## src/rtl/vga_pkg.sv

```systemverilog
// Shared 640x480 timing defaults and the colour-bar palette for the VGA timing generator.
// Constants and a pure lookup only: no state, no latency, no flow control.
package vga_pkg;
    localparam int CNT_W        = 10;

    localparam int DEF_H_ACTIVE = 640;
    localparam int DEF_H_FP     = 16;
    localparam int DEF_H_SYNC   = 96;
    localparam int DEF_H_BP     = 48;
    localparam int DEF_V_ACTIVE = 480;
    localparam int DEF_V_FP     = 10;
    localparam int DEF_V_SYNC   = 2;
    localparam int DEF_V_BP     = 33;

    localparam int NUM_BARS     = 8;

    typedef logic [23:0] rgb_t;

    // Bars run left to right: white, yellow, cyan, green, magenta, red, blue, black.
    function automatic rgb_t bar_rgb(input logic [2:0] idx);
        bar_rgb = 24'h000000;
        case (idx)
            3'd0: bar_rgb = 24'hFFFFFF;
            3'd1: bar_rgb = 24'hFFFF00;
            3'd2: bar_rgb = 24'h00FFFF;
            3'd3: bar_rgb = 24'h00FF00;
            3'd4: bar_rgb = 24'hFF00FF;
            3'd5: bar_rgb = 24'hFF0000;
            3'd6: bar_rgb = 24'h0000FF;
            3'd7: bar_rgb = 24'h000000;
            default: bar_rgb = 24'h000000;
        endcase
    endfunction
endpackage

```

## src/rtl/vga_axis_cnt.sv

```systemverilog
// One raster axis: counts enabled ticks 0..TOTAL-1, exposes the next value and the wrap edge.
// Next value is combinational, count registered on clk; en gates every change (no other backpressure).
module vga_axis_cnt
    import vga_pkg::*;
#(
    parameter int TOTAL = DEF_H_ACTIVE + DEF_H_FP + DEF_H_SYNC + DEF_H_BP
) (
    input  logic             clk,
    input  logic             rst,
    input  logic             en,
    output logic [CNT_W-1:0] cnt,
    output logic [CNT_W-1:0] cnt_nxt,
    output logic             wrap
);
    localparam logic [CNT_W-1:0] TC = CNT_W'(TOTAL - 1);

    always_comb begin
        wrap    = en && (cnt == TC);
        cnt_nxt = cnt;
        if (wrap) begin
            cnt_nxt = '0;
        end else if (en) begin
            cnt_nxt = cnt + 1'b1;
        end
    end

    // Reset parks on the terminal count so the first enable lands on 0.
    always_ff @(posedge clk or posedge rst) begin
        if (rst) begin
            cnt <= TC;
        end else begin
            cnt <= cnt_nxt;
        end
    end
endmodule

```

## src/rtl/vga_timing_gen.sv

```systemverilog
// VGA raster timing (counters, syncs, de, line/frame pulses); colour bars on rgb with VGA_TEST_PATTERN_EN.
// Outputs registered with the counters (zero relative latency); pm gates all state, pulses drop when pm=0.
module vga_timing_gen
    import vga_pkg::*;
#(
    parameter int H_ACTIVE = DEF_H_ACTIVE,
    parameter int H_FP     = DEF_H_FP,
    parameter int H_SYNC   = DEF_H_SYNC,
    parameter int H_BP     = DEF_H_BP,
    parameter int V_ACTIVE = DEF_V_ACTIVE,
    parameter int V_FP     = DEF_V_FP,
    parameter int V_SYNC   = DEF_V_SYNC,
    parameter int V_BP     = DEF_V_BP
) (
    input  logic             clk,
    input  logic             rst,
    input  logic             pm,
    output logic [CNT_W-1:0] h_cnt,
    output logic [CNT_W-1:0] v_cnt,
    output logic             hsync,
    output logic             vsync,
    output logic             de,
    output logic             line_start,
    output logic             frame_start,
    output logic [23:0]      rgb
);
    localparam int H_TOTAL = H_ACTIVE + H_FP + H_SYNC + H_BP;
    localparam int V_TOTAL = V_ACTIVE + V_FP + V_SYNC + V_BP;

    localparam logic [CNT_W-1:0] HS_BEG = CNT_W'(H_ACTIVE + H_FP);
    localparam logic [CNT_W-1:0] HS_END = CNT_W'(H_ACTIVE + H_FP + H_SYNC - 1);
    localparam logic [CNT_W-1:0] VS_BEG = CNT_W'(V_ACTIVE + V_FP);
    localparam logic [CNT_W-1:0] VS_END = CNT_W'(V_ACTIVE + V_FP + V_SYNC - 1);
    localparam logic [CNT_W-1:0] H_ACT  = CNT_W'(H_ACTIVE);
    localparam logic [CNT_W-1:0] V_ACT  = CNT_W'(V_ACTIVE);

    logic [CNT_W-1:0] h_nxt;
    logic [CNT_W-1:0] v_nxt;
    logic             h_wrap;
    logic             v_wrap;
    logic             hsync_nxt;
    logic             vsync_nxt;
    logic             de_nxt;

    vga_axis_cnt #(.TOTAL(H_TOTAL)) u_h_axis (
        .clk     (clk),
        .rst     (rst),
        .en      (pm),
        .cnt     (h_cnt),
        .cnt_nxt (h_nxt),
        .wrap    (h_wrap)
    );

    vga_axis_cnt #(.TOTAL(V_TOTAL)) u_v_axis (
        .clk     (clk),
        .rst     (rst),
        .en      (h_wrap),
        .cnt     (v_cnt),
        .cnt_nxt (v_nxt),
        .wrap    (v_wrap)
    );

    // Decode from the values the counters are about to load, so outputs line up with them.
    always_comb begin
        hsync_nxt = !((h_nxt >= HS_BEG) && (h_nxt <= HS_END));
        vsync_nxt = !((v_nxt >= VS_BEG) && (v_nxt <= VS_END));
        de_nxt    = (h_nxt < H_ACT) && (v_nxt < V_ACT);
    end

    always_ff @(posedge clk or posedge rst) begin
        if (rst) begin
            hsync       <= 1'b1;
            vsync       <= 1'b1;
            de          <= 1'b0;
            line_start  <= 1'b0;
            frame_start <= 1'b0;
        end else begin
            // A wrap only happens on a pm edge, so the pulses self-clear otherwise.
            line_start  <= h_wrap;
            frame_start <= v_wrap;
            if (pm) begin
                hsync <= hsync_nxt;
                vsync <= vsync_nxt;
                de    <= de_nxt;
            end
        end
    end

`ifdef VGA_TEST_PATTERN_EN
    localparam logic [CNT_W-1:0] BAR_W = CNT_W'(H_ACTIVE / NUM_BARS);

    logic [2:0] bar_idx;

    assign bar_idx = 3'(h_nxt / BAR_W);

    always_ff @(posedge clk or posedge rst) begin
        if (rst) begin
            rgb <= '0;
        end else if (pm) begin
            rgb <= de_nxt ? bar_rgb(bar_idx) : '0;
        end
    end
`else
    assign rgb = '0;
`endif
endmodule

```

## config.mk

```make
export PLATFORM = sky130hd
export DESIGN_NAME = vga_timing_gen
export DESIGN_NICKNAME = d
export VERILOG_FILES = /design/src/rtl/vga_pkg.sv /design/src/rtl/vga_axis_cnt.sv /design/src/rtl/vga_timing_gen.sv
export SDC_FILE = /design/constraint.sdc
export NUM_CORES = 1
export LEC_CHECK = 0
export CAP_MARGIN = 20
export CORE_UTILIZATION = 25
export DETAILED_ROUTE_END_ITERATION = 7
export GPL_TIMING_DRIVEN = 0
export SETUP_SLACK_MARGIN = 0.02
export SLEW_MARGIN = 20
export SYNTH_ARGS = -nofsm -noshare
export SYNTH_HDL_FRONTEND = slang
export SYNTH_HIERARCHICAL = 1
export SYNTH_SLANG_ARGS = --single-unit
```

## constraint.sdc

```tcl
create_clock -name clk -period 3 [get_ports clk]
set_clock_uncertainty 0.15 [all_clocks]
set_input_delay 0.9 -clock clk [delete_from_list [all_inputs] [get_ports clk]]
set_output_delay 0.9 -clock clk [all_outputs]
set_load 0.005 [all_outputs]
```

==> results.md, run 1 <==
- Reg-to-Reg End: de
- Part of the Yosys area used for sequential elements: roughly 44%
- Max-Cap Viols: 0
- Pin count of the biggest net entering global routing: 16
- Filler-free cell count of the finished design: 280
- First-pass DRT Iterations: 4
- Class of the tightest hold or removal check: reg -> reg
- Final critical delay including setup and external delays: 2.803 ns
- Yosys synthesis warning count: 6
- Total overflow reported by the global router: 0
- IR drop worst, VDD: between 0.0003 and 0.0004 V
- Critical path's slowest cell: sky130_fd_sc_hd__dfstp_2
- Floorplan die height: 78.20 um
- Clock buffer count from CTS: 3
- CTS tree: built
- Worst Setup Slack, final: about 0.20 ns
- Routed WL per cell: ~11 um
- Final routed wirelength across all metal layers: between 3 and 4 mm
- GRT Total Usage: between 10% and 20%
- Boundary pin count: 52
- Placeable core region: roughly 5500 sq um
- # placed instances: 267
- Cell area after technology mapping: 1451 sq um
- Number of antenna violations at the first check in global routing: 0
- DRT met1 WL: around 1.4 mm
- Clock sink count: 25
- Detail Route met3 WL: 258 um
- Static leakage power: about 0.96 nW
- Starting Density: a little over a quarter
- Clock insertion delay at the later pin of the skew report: approximately 0.27 ns
- Pins Over Slew Limit: 0
- Kind of start point of the critical path: flip-flop
- Cell-by-cell listing of the critical path: or4b_4 -> nor3_4 -> buf_6 -> nand4_4 -> or4_4 -> a21oi_4 -> nand4b_1 -> o21ai_0
- Power per cell area: between 500 and 600 nW/um^2
- Library cells used by synthesis: 34
- Die outline width: slightly below 80 um
- Last weighted congestion value of the routability-driven placer: 0.7678
- CTS clk-pin slew, worst paths: 0.09 ns
- Post-route fraction of the period consumed by the critical path: 93.42%
- Die Outline Area: between 6000 and 7000 sq um
- Highest routed metal layer: met4
- Area added between synthesis and finish: 40.86%
- Post-DP HPWL: 2.238 mm
- Critical path data arrival time: 2.82 ns
- Hold_buf cts: 0
- Number of global-route vias before repair: approximately 1000
- Top achievable clock speed: ~360 MHz
- Fraction of final layout cells sized beyond drive strength 1: around 30%
- Classification of the worst setup path: reg -> reg
- CP Data Required Time: 3.01 ns
- RSZ-0062 raised after global routing: false
- Count of antenna diodes in the layout: 0
- Buffer levels on the longest clock path: 2
- Result of the run: complete, no violations
- Worst slack, placed: -0.9739 ns
- IO buf count: 27
- Area share of xor/xnor cells in the synthesized design: slightly below 8%
- Final Core Density: 36.90%
- Final hold slack: around 0.36 ns
- Largest family of logic cells by synthesized area: simple AND/OR/NAND/NOR gates
- Slowest stage delay, CP: about 0.59 ns
- Adder and majority cell fraction of the synthesized area: roughly 2.6%
- Via density per instance: approximately 4.1
- Area fraction in compound gates after synthesis: between 6 and 7%
- Critical Path End Type: flip-flop
- Reg-to-reg slack, setup: between 0.15 and 0.2 ns
- Post-layout nets: about 220
- R2r worst-path depth: 8
- Simple-gate share of the synthesized area: between 20% and 30%
- Synthesized flop and latch total: 25
- Met2 wirelength from detailed routing: roughly 1.4 mm
- Multiplexer fraction of the synthesized cell area: under 10%
- Placement Rows: 27
- Drc violations: 0
- Cell chosen for the clock root: sky130_fd_sc_hd__clkbuf_8
- Number of buffers and inverters on the critical path: 1
- Number of vias in the routed layout: ~1200
- Overall power of the completed layout: 1.035 mW
- Critical-path maximum fanout: 6
- Wire length of the first global-routing pass: around 5.0 mm
- Drt first-iter violations: 39
- Delay-heaviest family, CP: simple AND/OR/NAND/NOR gates
- Post-route antenna net violation count: 0
- Count of H-tree levels built during CTS: 1
- Min-Delay Endpoint: vsync
- Beginning of the worst register-to-register path: u_h_axis/cnt[4]
- HP Start: vsync
- Number of failing setup endpoints in the final timing report: 0
- Cells after synthesis: ~150
- Cell depth of the worst min-delay path: 2
- Mean instance size in the synthesized netlist: ~10 sq um
- Count of final hold-check violations: 0
==> Yosys cell counts <==
cell | instances | area [sq um]
sky130_fd_sc_hd__a2bb2oi_1 | 1 | 8.760
sky130_fd_sc_hd__or4_1 | 1 | 7.510
sky130_fd_sc_hd__nand4_1 | 6 | 37.54
sky130_fd_sc_hd__xnor2_1 | 5 | 43.79
sky130_fd_sc_hd__and3_2 | 1 | 7.510
sky130_fd_sc_hd__or3_1 | 2 | 12.51
sky130_fd_sc_hd__xor2_1 | 8 | 70.07
sky130_fd_sc_hd__nand4bb_1 | 2 | 22.52
sky130_fd_sc_hd__or4b_4 | 1 | 13.76
sky130_fd_sc_hd__o32a_1 | 1 | 10.01
sky130_fd_sc_hd__nand4_4 | 1 | 21.27
sky130_fd_sc_hd__o211ai_1 | 1 | 7.510
sky130_fd_sc_hd__a21oi_2 | 1 | 8.760
sky130_fd_sc_hd__o31ai_1 | 2 | 15.01
sky130_fd_sc_hd__buf_4 | 25 | 187.7
sky130_fd_sc_hd__dfstp_2 | 12 | 315.3
sky130_fd_sc_hd__or4_4 | 1 | 11.26
sky130_fd_sc_hd__nand2_1 | 12 | 45.04
sky130_fd_sc_hd__dfrtp_1 | 13 | 325.3
sky130_fd_sc_hd__nand4b_1 | 2 | 17.52
sky130_fd_sc_hd__clkbuf_2 | 1 | 5.000
sky130_fd_sc_hd__nor3_4 | 1 | 16.27
sky130_fd_sc_hd__or3_2 | 1 | 7.510
sky130_fd_sc_hd__a21oi_1 | 3 | 15.01
sky130_fd_sc_hd__conb_1 | 1 | 3.750
sky130_fd_sc_hd__nand3_1 | 4 | 20.02
sky130_fd_sc_hd__a211o_1 | 1 | 8.760
sky130_fd_sc_hd__inv_1 | 8 | 30.03
sky130_fd_sc_hd__o21ai_0 | 3 | 15.01
sky130_fd_sc_hd__mux2i_1 | 2 | 20.02
sky130_fd_sc_hd__ha_1 | 3 | 37.54
sky130_fd_sc_hd__nor2_1 | 13 | 48.80
sky130_fd_sc_hd__nor3_1 | 5 | 25.02
sky130_fd_sc_hd__o311a_1 | 1 | 10.01
==> metrics by stage <==
| stage | TNS [ns] | instance area [sq um] |
|---|---|---|
| after detailed placement | -7.587 | 1903 |
| after floorplan | 0 | 1543 |
| after CTS | 0 | 2012 |
| after global placement | -7.214 | 1903 |
| after global routing | 0 | 2044 |
| final | 0 | 2044 |
==> power breakdown <==
part	internal, mW	switching, mW	leakage [nW]
clock	0.0942	0.112	0.0217
combinational	0.202	0.137	0.641
sequential	0.413	0.0761	0.297
==> worst min-delay path, cell delays in order, from the launching register on <==
cell	delay [ns]
sky130_fd_sc_hd__dfstp_2	0.38
sky130_fd_sc_hd__nor2_1	0.09
sky130_fd_sc_hd__a21oi_1	0.04
==> state kept, by name, summed over array words and instances, names as in the netlist <==
register      count
frame_start       1
hsync             1
vsync             1
u_v_axis/cnt     10
line_start        1
u_h_axis/cnt     10
de                1
==> cells by family (layout without fill, tap and decap cells) <==
| family | Yosys count | in the layout |
|---|---|---|
| multiplexers | 2 | 2 |
| buffers and inverters | 34 | 74 |
| AO/OA/AOI/OAI | 14 | 14 |
| flip-flops | 25 | 25 |
| other | 1 | 24 |
| XOR/XNOR | 13 | 13 |
| adder cells (fa/ha/maj) | 3 | 3 |
| AND/OR/NAND/NOR | 53 | 53 |
==> layer usage <==
metal	GRT usage [%]	vias to the layer above
met5	0	-
met4	1.667	0
met3	3.140	2
met2	16.32	43
met1	14.41	529
li1	-	582
==> layout make-up <==
type                       instances  area, sq um
timing repair buffer              36        332.8
sequential                        25        640.6
clock buffer                       3        41.29
multi-input combinational        109        703.2
buffer                            26        198.9
clock inverter                     1        7.507
fill                             580         3496
tap                               72        90.09
inverter                           8        30.03
==> placed cells by master, fill, tap and decap left out, types with 2 or more instances in the layout <==
cell type and n:
sky130_fd_sc_hd__a21oi_1 3, sky130_fd_sc_hd__clkbuf_8 3, sky130_fd_sc_hd__nor2_1 13, sky130_fd_sc_hd__conb_1 24, sky130_fd_sc_hd__xor2_1 8, sky130_fd_sc_hd__o21ai_0 3, sky130_fd_sc_hd__nor3_4 2, sky130_fd_sc_hd__ha_1 3
sky130_fd_sc_hd__dfrtp_1 13, sky130_fd_sc_hd__dfstp_2 12, sky130_fd_sc_hd__nand4bb_1 2, sky130_fd_sc_hd__inv_1 8, sky130_fd_sc_hd__nand4b_1 2, sky130_fd_sc_hd__mux2i_1 2, sky130_fd_sc_hd__nor3_1 2, sky130_fd_sc_hd__nand4_1 6
sky130_fd_sc_hd__o31ai_1 2, sky130_fd_sc_hd__nand3_1 4, sky130_fd_sc_hd__clkdlybuf4s50_1 26, sky130_fd_sc_hd__buf_4 34, sky130_fd_sc_hd__nand2_1 12, sky130_fd_sc_hd__or3_1 2, sky130_fd_sc_hd__xnor2_1 5, sky130_fd_sc_hd__nor3_2 2
==> worst max-delay path by stage <==
stage	startpoint	end	slack [ns]	cells past startpoint
after floorplan	pm	de	0.04	9
after global placement	pm	vsync	-0.94	11
after detailed placement	pm	vsync	-0.97	11
after CTS	pm	de	0.02	10
after global routing	pm	vsync	0.10	11
final	u_h_axis/cnt[4]	de	0.20	8
==> what timing repair did <==
item                                   4_1_cts  5_1_grt
pin swaps                                    3        1
resized for setup                            6        6
setup endpoints to repair                   14        3
setup buffers                                6        3
endpoints found under the hold margin        0        0
Note: power is estimated with default switching activity, not from simulation.
==> inputs of run 2 (changes only) <==
--- a/config.mk
+++ b/config.mk
@@ -6,12 +6,15 @@
 export NUM_CORES = 1
 export LEC_CHECK = 0
 export CAP_MARGIN = 20
+export CORE_ASPECT_RATIO = 0.9
 export CORE_UTILIZATION = 25
 export DETAILED_ROUTE_END_ITERATION = 7
 export GPL_TIMING_DRIVEN = 0
+export HOLD_SLACK_MARGIN = 0.05
 export SETUP_SLACK_MARGIN = 0.02
 export SLEW_MARGIN = 20
 export SYNTH_ARGS = -nofsm -noshare
 export SYNTH_HDL_FRONTEND = slang
 export SYNTH_HIERARCHICAL = 1
 export SYNTH_SLANG_ARGS = --single-unit
+export TNS_END_PERCENT = 5
==> results.md, run 2 (synthesis results as in run 1) <==
- Count of final hold-check violations: 0 (unchanged)
- Kind of start point of the critical path: flip-flop
- Reg-to-reg slack, setup: 0.20 ns (about the same)
- Cell chosen for the clock root: sky130_fd_sc_hd__clkbuf_8
- CP Data Required Time: 2.99 ns (-0.02 ns)
- Cell-by-cell listing of the critical path: or4b_4 -> nor3_4 -> buf_6 -> nand4_4 -> or4_4 -> a21oi_4 -> nand4b_1 -> o21ai_0
- Floorplan die height: 74.29 um (-5.0%)
- Final critical delay including setup and external delays: 2.799 ns (-0.004071 ns)
- Pins Over Slew Limit: 0 (unchanged)
- Boundary pin count: 52 (unchanged)
- Reg-to-Reg End: de
- Placeable core region: 5411 sq um (-2.3%)
- Worst slack, placed: -0.9983 ns (-0.02436 ns)
- Area added between synthesis and finish: 39.05%
- Drc violations: 0 (unchanged)
- Routed WL per cell: 11.12 um (+2.5%)
- Beginning of the worst register-to-register path: u_h_axis/cnt[4]
- Max-Cap Viols: 0 (unchanged)
- Post-route antenna net violation count: 0 (unchanged)
- Number of antenna violations at the first check in global routing: 0 (unchanged)
- Wire length of the first global-routing pass: 4.809 mm (-4.3%)
- Class of the tightest hold or removal check: reg -> reg
- Worst Setup Slack, final: 0.2014 ns (+0.004071 ns)
- Final routed wirelength across all metal layers: 3.024 mm (-0.46%)
- Post-route fraction of the period consumed by the critical path: 93.29% (-0.14 points)
- Cell depth of the worst min-delay path: 2 (unchanged)
- Startpoint of the most critical setup path: u_h_axis/cnt[4]
- Critical path's slowest cell: sky130_fd_sc_hd__dfstp_2
- Top library cells by usage in the layout, fill and taps aside: 30 x sky130_fd_sc_hd__buf_4, 26 x sky130_fd_sc_hd__clkdlybuf4s50_1, 24 x sky130_fd_sc_hd__conb_1
- Biggest regs: u_h_axis/cnt (10), u_v_axis/cnt (10)
- Overall power of the completed layout: 1.017 mW (-1.7%)
- Number of failing setup endpoints in the final timing report: 0 (unchanged)
- Clock buffer count from CTS: 3 (unchanged)
- Via density per instance: 4.173 (+1.1%)
- Slowest stage delay, CP: 0.59 ns (about the same)
- Total overflow reported by the global router: 0 (unchanged)
- Starting Density: 26.82% (+0.62 points)
- IR drop worst, VDD: 0.0002638 V (-23%)
- CTS clk-pin slew, worst paths: 0.08 ns (about the same)
- Count of antenna diodes in the layout: 0 (unchanged)
- Post-DP HPWL: 2.338 mm (+4.4%)
- First-pass DRT Iterations: 4 (unchanged)
- GRT Total Usage: 10.22% (-0.23 points)
- Number of vias in the routed layout: 1135 (-1.8%)
- Clock sink count: 25 (unchanged)
- Buffer levels on the longest clock path: 2 (unchanged)
- Post-layout nets: 212 (-1.4%)
- IO buf count: 27 (unchanged)
- Static leakage power: 0.9465 nW (-1.3%)
- Critical path data arrival time: 2.79 ns (-0.03 ns)
- Drt first-iter violations: 48 (+23%)
- Classification of the worst setup path: reg -> reg
- CTS tree: built
- Last weighted congestion value of the routability-driven placer: 0.8064 (+5.0%)
- Result of the run: complete, no violations
- Power per cell area: 504.1 nW/um^2 (-0.43%)
- RSZ-0062 raised after global routing: false
- Die outline width: 82.32 um (+5.3%)
- Clock insertion delay at the later pin of the skew report: 0.26 ns (about the same)
- Count of H-tree levels built during CTS: 1 (unchanged)
- Placement Rows: 25 (-7.4%)
- Top achievable clock speed: 357.3 MHz (+0.15%)
- Fraction of final layout cells sized beyond drive strength 1: 28.29% (-1.5 points)
- Number of global-route vias before repair: 1032 (+0.19%)
- Critical-path maximum fanout: 6 (unchanged)
- R2r worst-path depth: 8 (unchanged)
- Pin count of the biggest net entering global routing: 14 (-2)
- Die Outline Area: 6115 sq um (about the same)
- Most common library cell in the layout ignoring fill and taps: sky130_fd_sc_hd__buf_4
- Critical Path End Type: flip-flop
- Min-Delay Endpoint: vsync
- HP Start: vsync
==> run 2: cell types whose count changed in the layout (fill, tap and decap cells not counted) <==
| cell | previous run | this run |
|---|---|---|
| sky130_fd_sc_hd__buf_4 | 34 | 30 |
| sky130_fd_sc_hd__buf_6 | 1 | 2 |
| sky130_fd_sc_hd__clkbuf_1 | 0 | 1 |
| sky130_fd_sc_hd__clkinvlp_4 | 1 | 0 |
| sky130_fd_sc_hd__nor3_1 | 2 | 3 |
| sky130_fd_sc_hd__nor3_2 | 2 | 1 |
| sky130_fd_sc_hd__xor2_1 | 8 | 7 |
| sky130_fd_sc_hd__xor2_2 | 0 | 1 |
==> run 2: layout make-up <==
class / count / area [sq um]
fill: 560 / 3393
clock buffer: 4 / 45.04
sequential: 25 / 640.6
tap: 67 / 83.83
timing repair buffer: 33 / 310.3
multi-input combinational: 109 / 705.7
inverter: 8 / 30.03
buffer: 26 / 202.7
==> run 2: per-layer routing <==
metal  wire, um  vias to the layer above  GRT usage [%]
met2       1520                       24          17.08
met3         88                        2          1.104
met5          0                        -              0
met4         27                        0          2.924
met1       1387                      538          13.95
li1           -                      571              -
==> run 2: critical path: cells and delay by family, from the launching register on <==
kind,cells,cell delay [ns]
AND/OR/NAND/NOR,5,1.51
flip-flops,1,0.59
AO/OA/AOI/OAI,2,0.27
buffers and inverters,1,0.16
==> run 2: timing repair <==
action,4_1_cts,5_1_grt
hold buffers,0,0
pin swaps,1,3
endpoints found under the setup margin,14,3
buffers inserted,4,2
hold endpoints to repair,0,0
resized for setup,8,5
==> run 2: how the worst max path moves through the flow <==
stage,to,slack (ns),cells after the start
after global placement,vsync,-1.0,11
final,de,0.20,8
after detailed placement,de,-1.0,10
after global routing,de,0.09,8
after floorplan,de,0.04,9
after CTS,de,0.03,10
==> run 2: power by group <==
part	leakage [nW]	internal, mW	switching (mW)
sequential	0.297	0.413	0.0777
combinational	0.627	0.197	0.140
clock	0.0228	0.0946	0.0955
total	0.946	0.704	0.313
==> run 2: metrics by stage <==
stage | utilization (%) | setup TNS, ns | area, sq um | instances | hold WS, ns
after CTS | 36.92 | 0 | 1998 | 270 | 0.3637
after global placement | 35.05 | -7.932 | 1897 | 262 | 0.3478
after floorplan | - | 0 | 1543 | 168 | 0.3403
final | 37.29 | 0 | 2018 | 272 | 0.3582
after global routing | 37.29 | 0 | 2018 | 272 | 0.4023
after detailed placement | 35.05 | -8.180 | 1897 | 262 | 0.3428
